==> src/rtl/stack_arb_pkg.sv <==
// stack_arb_pkg: shared FSM state encoding and push/pop opcodes for the stack arbiter
package stack_arb_pkg;
  typedef enum logic [2:0] {IDLE, WRITE, READ, WAIT_RD, DONE} state_t;
  localparam logic OP_PUSH = 1'b0;
  localparam logic OP_POP  = 1'b1;
endpackage

==> src/rtl/rr_arb2.sv <==
// rr_arb2: two-way round-robin arbiter; last_grant moves only when a grant is taken
module rr_arb2 (
  input  logic       clk,
  input  logic       rst,
  input  logic [1:0] req,
  input  logic       advance,
  output logic [1:0] grant
);
  logic last_grant;
  always_comb grant = &req ? (last_grant ? 2'b01 : 2'b10) : req;
  always_ff @(posedge clk or negedge rst)
    if (!rst) last_grant <= 1'b1;
    else if (advance && |req) last_grant <= grant[1];
endmodule

==> src/rtl/stack_arbiter.sv <==
// stack_arbiter: stack pointer owner sequencing a single-port stack RAM for two
// requesters with round-robin arbitration and full/empty error reporting
module stack_arbiter
  import stack_arb_pkg::*;
#(
  parameter int DATA_WIDTH = 8,
  parameter int ADDR_WIDTH = 8
) (
  input  logic                  clk,
  input  logic                  rst,
  input  logic                  clear,
  input  logic                  r0_req,
  input  logic                  r0_op,
  input  logic [DATA_WIDTH-1:0] r0_wdata,
  output logic                  r0_ack,
  output logic [DATA_WIDTH-1:0] r0_rdata,
  output logic                  r0_err,
  input  logic                  r1_req,
  input  logic                  r1_op,
  input  logic [DATA_WIDTH-1:0] r1_wdata,
  output logic                  r1_ack,
  output logic [DATA_WIDTH-1:0] r1_rdata,
  output logic                  r1_err,
  output logic [ADDR_WIDTH-1:0] ram_addr,
  output logic                  ram_we,
  output logic                  ram_re,
  output logic [DATA_WIDTH-1:0] ram_wdata,
  input  logic [DATA_WIDTH-1:0] ram_rdata,
  output logic [ADDR_WIDTH-1:0] sp,
  output logic                  full,
  output logic                  empty
);
  localparam int DEPTH = 2 ** ADDR_WIDTH;
  state_t state, next;
  logic [ADDR_WIDTH:0] count;
  logic [1:0] grant;
  logic gid, err_q, start, op_in, bad;
  logic [DATA_WIDTH-1:0] wdata_q, result, hold0, hold1;

  rr_arb2 u_arb (.clk(clk), .rst(rst), .req({r1_req, r0_req}), .advance(start), .grant(grant));

  assign full  = count == (ADDR_WIDTH + 1)'(DEPTH);
  assign empty = count == '0;
  assign sp    = count[ADDR_WIDTH-1:0];
  assign start = state == IDLE && !clear && (r0_req || r1_req);
  assign op_in = grant[1] ? r1_op : r0_op;
  assign bad   = op_in == OP_PUSH ? full : empty;

  always_ff @(posedge clk or negedge rst)
    if (!rst) state <= IDLE;
    else state <= next;

  always_comb begin
    next = state;
    case (state)
      IDLE:    if (start) next = bad ? DONE : (op_in == OP_POP ? READ : WRITE);
      WRITE:   next = DONE;
      READ:    next = WAIT_RD;
      WAIT_RD: next = DONE;
      default: next = IDLE;
    endcase
  end

  always_comb begin
    ram_we    = state == WRITE;
    ram_re    = state == READ;
    ram_addr  = ram_we ? sp : (ram_re ? sp - 1'b1 : '0);
    ram_wdata = ram_we ? wdata_q : '0;
    r0_ack    = state == DONE && !gid;
    r1_ack    = state == DONE && gid;
    r0_err    = r0_ack && err_q;
    r1_err    = r1_ack && err_q;
    r0_rdata  = r0_ack ? result : hold0;
    r1_rdata  = r1_ack ? result : hold1;
  end

  // result is zeroed at grant so push and error acks never return stale pop data
  always_ff @(posedge clk or negedge rst)
    if (!rst) begin
      count   <= '0;
      gid     <= 1'b0;
      err_q   <= 1'b0;
      wdata_q <= '0;
      result  <= '0;
      hold0   <= '0;
      hold1   <= '0;
    end else begin
      if (state == IDLE && clear) count <= '0;
      if (start) begin
        gid     <= grant[1];
        err_q   <= bad;
        wdata_q <= grant[1] ? r1_wdata : r0_wdata;
        result  <= '0;
      end
      if (state == WRITE) count <= count + 1'b1;
      if (state == READ) count <= count - 1'b1;
      if (state == WAIT_RD) result <= ram_rdata;
      if (r0_ack) hold0 <= result;
      if (r1_ack) hold1 <= result;
    end
endmodule
==> config.mk <==
export PLATFORM = sky130hd
export DESIGN_NAME = stack_arbiter
export DESIGN_NICKNAME = d
export VERILOG_FILES = /design/src/rtl/stack_arb_pkg.sv /design/src/rtl/rr_arb2.sv /design/src/rtl/stack_arbiter.sv
export SDC_FILE = /design/constraint.sdc
export NUM_CORES = 1
export LEC_CHECK = 0
export ABC_AREA = 1
export ABC_CLOCK_PERIOD_IN_PS = 1890
export BUFFER_PORTS_ARGS = -buffer_cell sky130_fd_sc_hd__buf_2
export CORE_MARGIN = 1
export CORE_UTILIZATION = 56
export DETAILED_ROUTE_END_ITERATION = 12
export PLACE_DENSITY_LB_ADDON = 0.3
export SLEW_MARGIN = 25
export SYNTH_ARGS = -nofsm -noshare
export SYNTH_HDL_FRONTEND = slang
export SYNTH_SLANG_ARGS = --single-unit
==> constraint.sdc <==
create_clock -name clk -period 1.89 [get_ports clk]
set_input_delay 0 -clock clk [delete_from_list [all_inputs] [get_ports clk]]
set_output_delay 0 -clock clk [all_outputs]
set_load 0.005 [all_outputs]
==> impl_results.md <==
- Compound-Gate Fraction of Synth Area: roughly an eighth
- Synth Area in Adders: around 1.4%
- CP Max Fanout: 7
- Max Cap Viol: 0
- Syn Inst Count: ~350
- DRC: 0
- Floorplan core area: approximately 4400 um^2
- Final #Nets: 477
- Initial antenna violation count: 0
- Clock network power share: approximately 14%
- CP endpoint kind: output pin
- Finished Cell Area: approximately 3400 um^2
- DP Area: between 3000 and 4000 um^2
- I/O pins: just under 80
- RSZ-0062 raised after global routing: no
- Simple-gate share of the synthesized area: 29.5%
- PD cells: between 1000 and 1500 nW/um^2
- CP arrival: between 1.5 and 2 ns
- Fmax: ~560 MHz
- #FFs+latches synth: 47
- Status: finished clean
- Port Buf Inserts: 78
- Skew-Pair Late Insertion Delay: 0.31 ns
- Setup CP Type: reg2out
- Via count: about 2,600
- Rel. slew slack: roughly three quarters
- Clock root buffer: clkbuf_8
- Die width: 70.8 um
- Sw Ratio: ~44%
- Die area: 5020 um^2
- Synthesized area per cell: 7.69 um^2
- GRT Overall Usage: 28.2%
- Fraction of layout cells with a size suffix above 1: between 20% and 30%
- Yosys top cell by area: dfrtp_1
- Area grow syn2layout: 26.3%
- Final HPWL DP: approximately 4.5 mm
- Reg power frac: between 30 and 40%
- Hold crit path type: in2reg
- WL/cell: approximately 13 um
- Final wirelength: 6.59 mm
- Post-CTS Repair Setup Buffers: 0
- Largest family of logic cells by synthesized area: simple AND/OR/NAND/NOR gates
- Leak Pwr: between 1.5 and 2 nW
- Post-Synth XOR/XNOR Area: 0%
- Multi-input logic area: between 1000 and 1500 um^2
- Worst-margin pin slew: between 0.4 and 0.5 ns
- FF/Latch Area: approximately 1200 um^2
- Final period util: approximately 95%
- CTS tree: yes
- DR pass1 iterations: 7
- CP startpoint kind: flip-flop
- Share of the synthesized area in the top cell type: 43.4%
- Switch Pwr: approximately 2.0 mW
- Ys Warns: 0
- Setup TNS Final: 0 ns
- Number of global-route vias before repair: 2,407
- Seq/Total Area, Yosys: 44.4%
- Synthesized area: about 2700 um^2
- Comb power frac: around half
- CTS Buffer Depth: 2
- Post-synthesis mux area share: 0%
- CTS sink cnt: between 40 and 50
- Drt via density: 5.16
- Minimum clock period: between 1.5 and 2 ns
- Num CTS Buffers: 5
- Pins Over Slew Limit: 0
- Grt ovf: 0
- Starting utilization of the core area: roughly three fifths
- Hold Fails Final Rpt: 0
- Area contributors post-synth: dfrtp_1 (43%), nand2_1 (13%), nand3_1 (7.4%), inv_1 (5.7%), nor2_1 (4.1%)
- Fill cells: 353
- VDD IR-drop max: approximately 0.72 mV
- Clock skew: just under 0.004 ns
- First-pass GRT wire length: 11.1 mm
- Die height: 70.8 um
- Largest net degree at the start of global routing: 27
- Diode count: 0
- Final setup vio count: 0
- GP Congestion: approximately 0.94
- Syn Nets: roughly 380
- Worst path required time: around 1.9 ns
- H-Tree Depth: 2
- Netlist cell types: 27
- Post-detailed-route count of antenna-violating nets: 0
- Internal power: roughly 2.6 mW
- Clk slew on worst S/H paths: around 0.09 ns
- Site row count: 24
- DR iter-0 viols: between 200 and 250
==> repair_timing <==
action | CTS | global route
resized for setup | 0 | 3
setup endpoints to repair | 0 | 3
hold endpoints to repair | 63 | 0
hold buffers | 25 | 0
==> critical path, stage by stage, from the launching register on <==
cell     delay (ns)
dfrtp_2        0.46
inv_2          0.11
ha_1           0.23
nand2_1        0.09
inv_1          0.10
nor2_1         0.05
o21ai_1        0.17
o21ai_0        0.13
buf_2          0.15
==> power by group through the flow <==
stage	registers [mW]	clock network, mW	logic, mW
after floorplan	1.62	0	1.63
after global placement	1.69	0	2.08
after detailed placement	1.73	0	2.15
after CTS	1.71	0.655	2.21
after global routing	1.76	0.698	2.52
final	1.71	0.653	2.23
==> area by class of cell <==
class | count | share of cell area, %
Multi-Input combinational cell | 232 | 34.2
Clock buffer | 7 | 2.58
Timing Repair Buffer | 109 | 20.5
Clock inverter | 1 | 0.261
Tap cell | 52 | 1.94
Sequential cell | 47 | 35.2
Inverter | 48 | 5.38
==> Yosys cell counts <==
cell,n
a21oi_1,3
clkinv_1,1
nand3_1,39
nand3_4,1
o21ai_2,9
nand4_1,3
o21ai_0,18
o21bai_1,2
inv_2,7
o21ai_1,11
ha_1,3
a31oi_1,9
or2_2,2
inv_1,40
nor2_2,6
nand3b_1,1
nor2_1,29
a21oi_4,1
dfstp_2,1
buf_4,11
nand2_4,1
buf_2,2
dfrtp_1,46
nand2_2,2
nand2_1,90
nor2_4,2
buf_6,5
==> sequential cells by signal (all words and copies together) (netlist names), 3 cells and up <==
name / flops
hold1: 8
state: 3
wdata_q: 8
result: 8
count: 9
hold0: 8
==> per-stage QoR <==
step / setup WS [ns] / std cells / hold slack [ns] / utilization, % / power, mW
final: 0.0967 / 496 / 0.0542 / 75.4 / 4.59
after global routing: 0.00139 / 496 / 0.0628 / 75.4 / 4.97
after CTS: 0.0678 / 496 / 0.0404 / 75.4 / 4.57
after detailed placement: 0.431 / 463 / -0.00789 / 67.6 / 3.88
after global placement: 0.474 / 463 / -0.0106 / 67.6 / 3.78
after floorplan: 0.596 / 345 / -0.296 / - / 3.26
==> path summary, 6_finish.rpt <==
| path | from | to | slack, ns | cells after the start |
|---|---|---|---|---|
| min in group asynchronous | rst | hold0[1]$_DFF_PN0_ | 0.20 | 3 |
| max in group asynchronous | rst | u_arb.last_grant$_DFFE_PN1P_ | 1.35 | 3 |
| max | count[0]$_DFFE_PN0P_ | ram_addr[4] | 0.1 | 8 |
| max reg2reg | state[1]$_DFFE_PN0P_ | count[6]$_DFFE_PN0P_ | 0.44 | 6 |
| min reg2reg | u_arb.last_grant$_DFFE_PN1P_ | u_arb.last_grant$_DFFE_PN1P_ | 0.47 | 2 |
| min | clear | count[2]$_DFFE_PN0P_ | 0.05 | 4 |
==> layout by cell type (no fill, tap or decap), types with 11 or more instances in the layout <==
cell | synthesis | routed
nand3_1 | 39 | 39
buf_2 | 2 | 78
o21ai_1 | 11 | 11
o21ai_0 | 18 | 18
inv_1 | 40 | 38
dlygate4sd3_1 | 0 | 25
nor2_1 | 29 | 29
nand2_1 | 90 | 90
dfrtp_1 | 46 | 45
==> kinds of logic (layout without fill, tap and decap cells) <==
| family | count (synthesis) | in the layout |
|---|---|---|
| buffers and inverters | 66 | 165 |
| AO/OA/AOI/OAI | 53 | 53 |
| adder cells (fa/ha/maj) | 3 | 3 |
| AND/OR/NAND/NOR | 176 | 176 |
| flip-flops | 47 | 47 |
==> metal layers <==
metal / wire length, um / up-vias / GRT usage [%]
met5: 0 / - / 0
met4: 74 / 0 / 8.00
met3: 457 / 8 / 6.13
met2: 3470 / 98 / 50.9
met1: 2590 / 1169 / 34.1
li1: - / 1286 / -
Note: power is estimated with default switching activity, not from simulation.
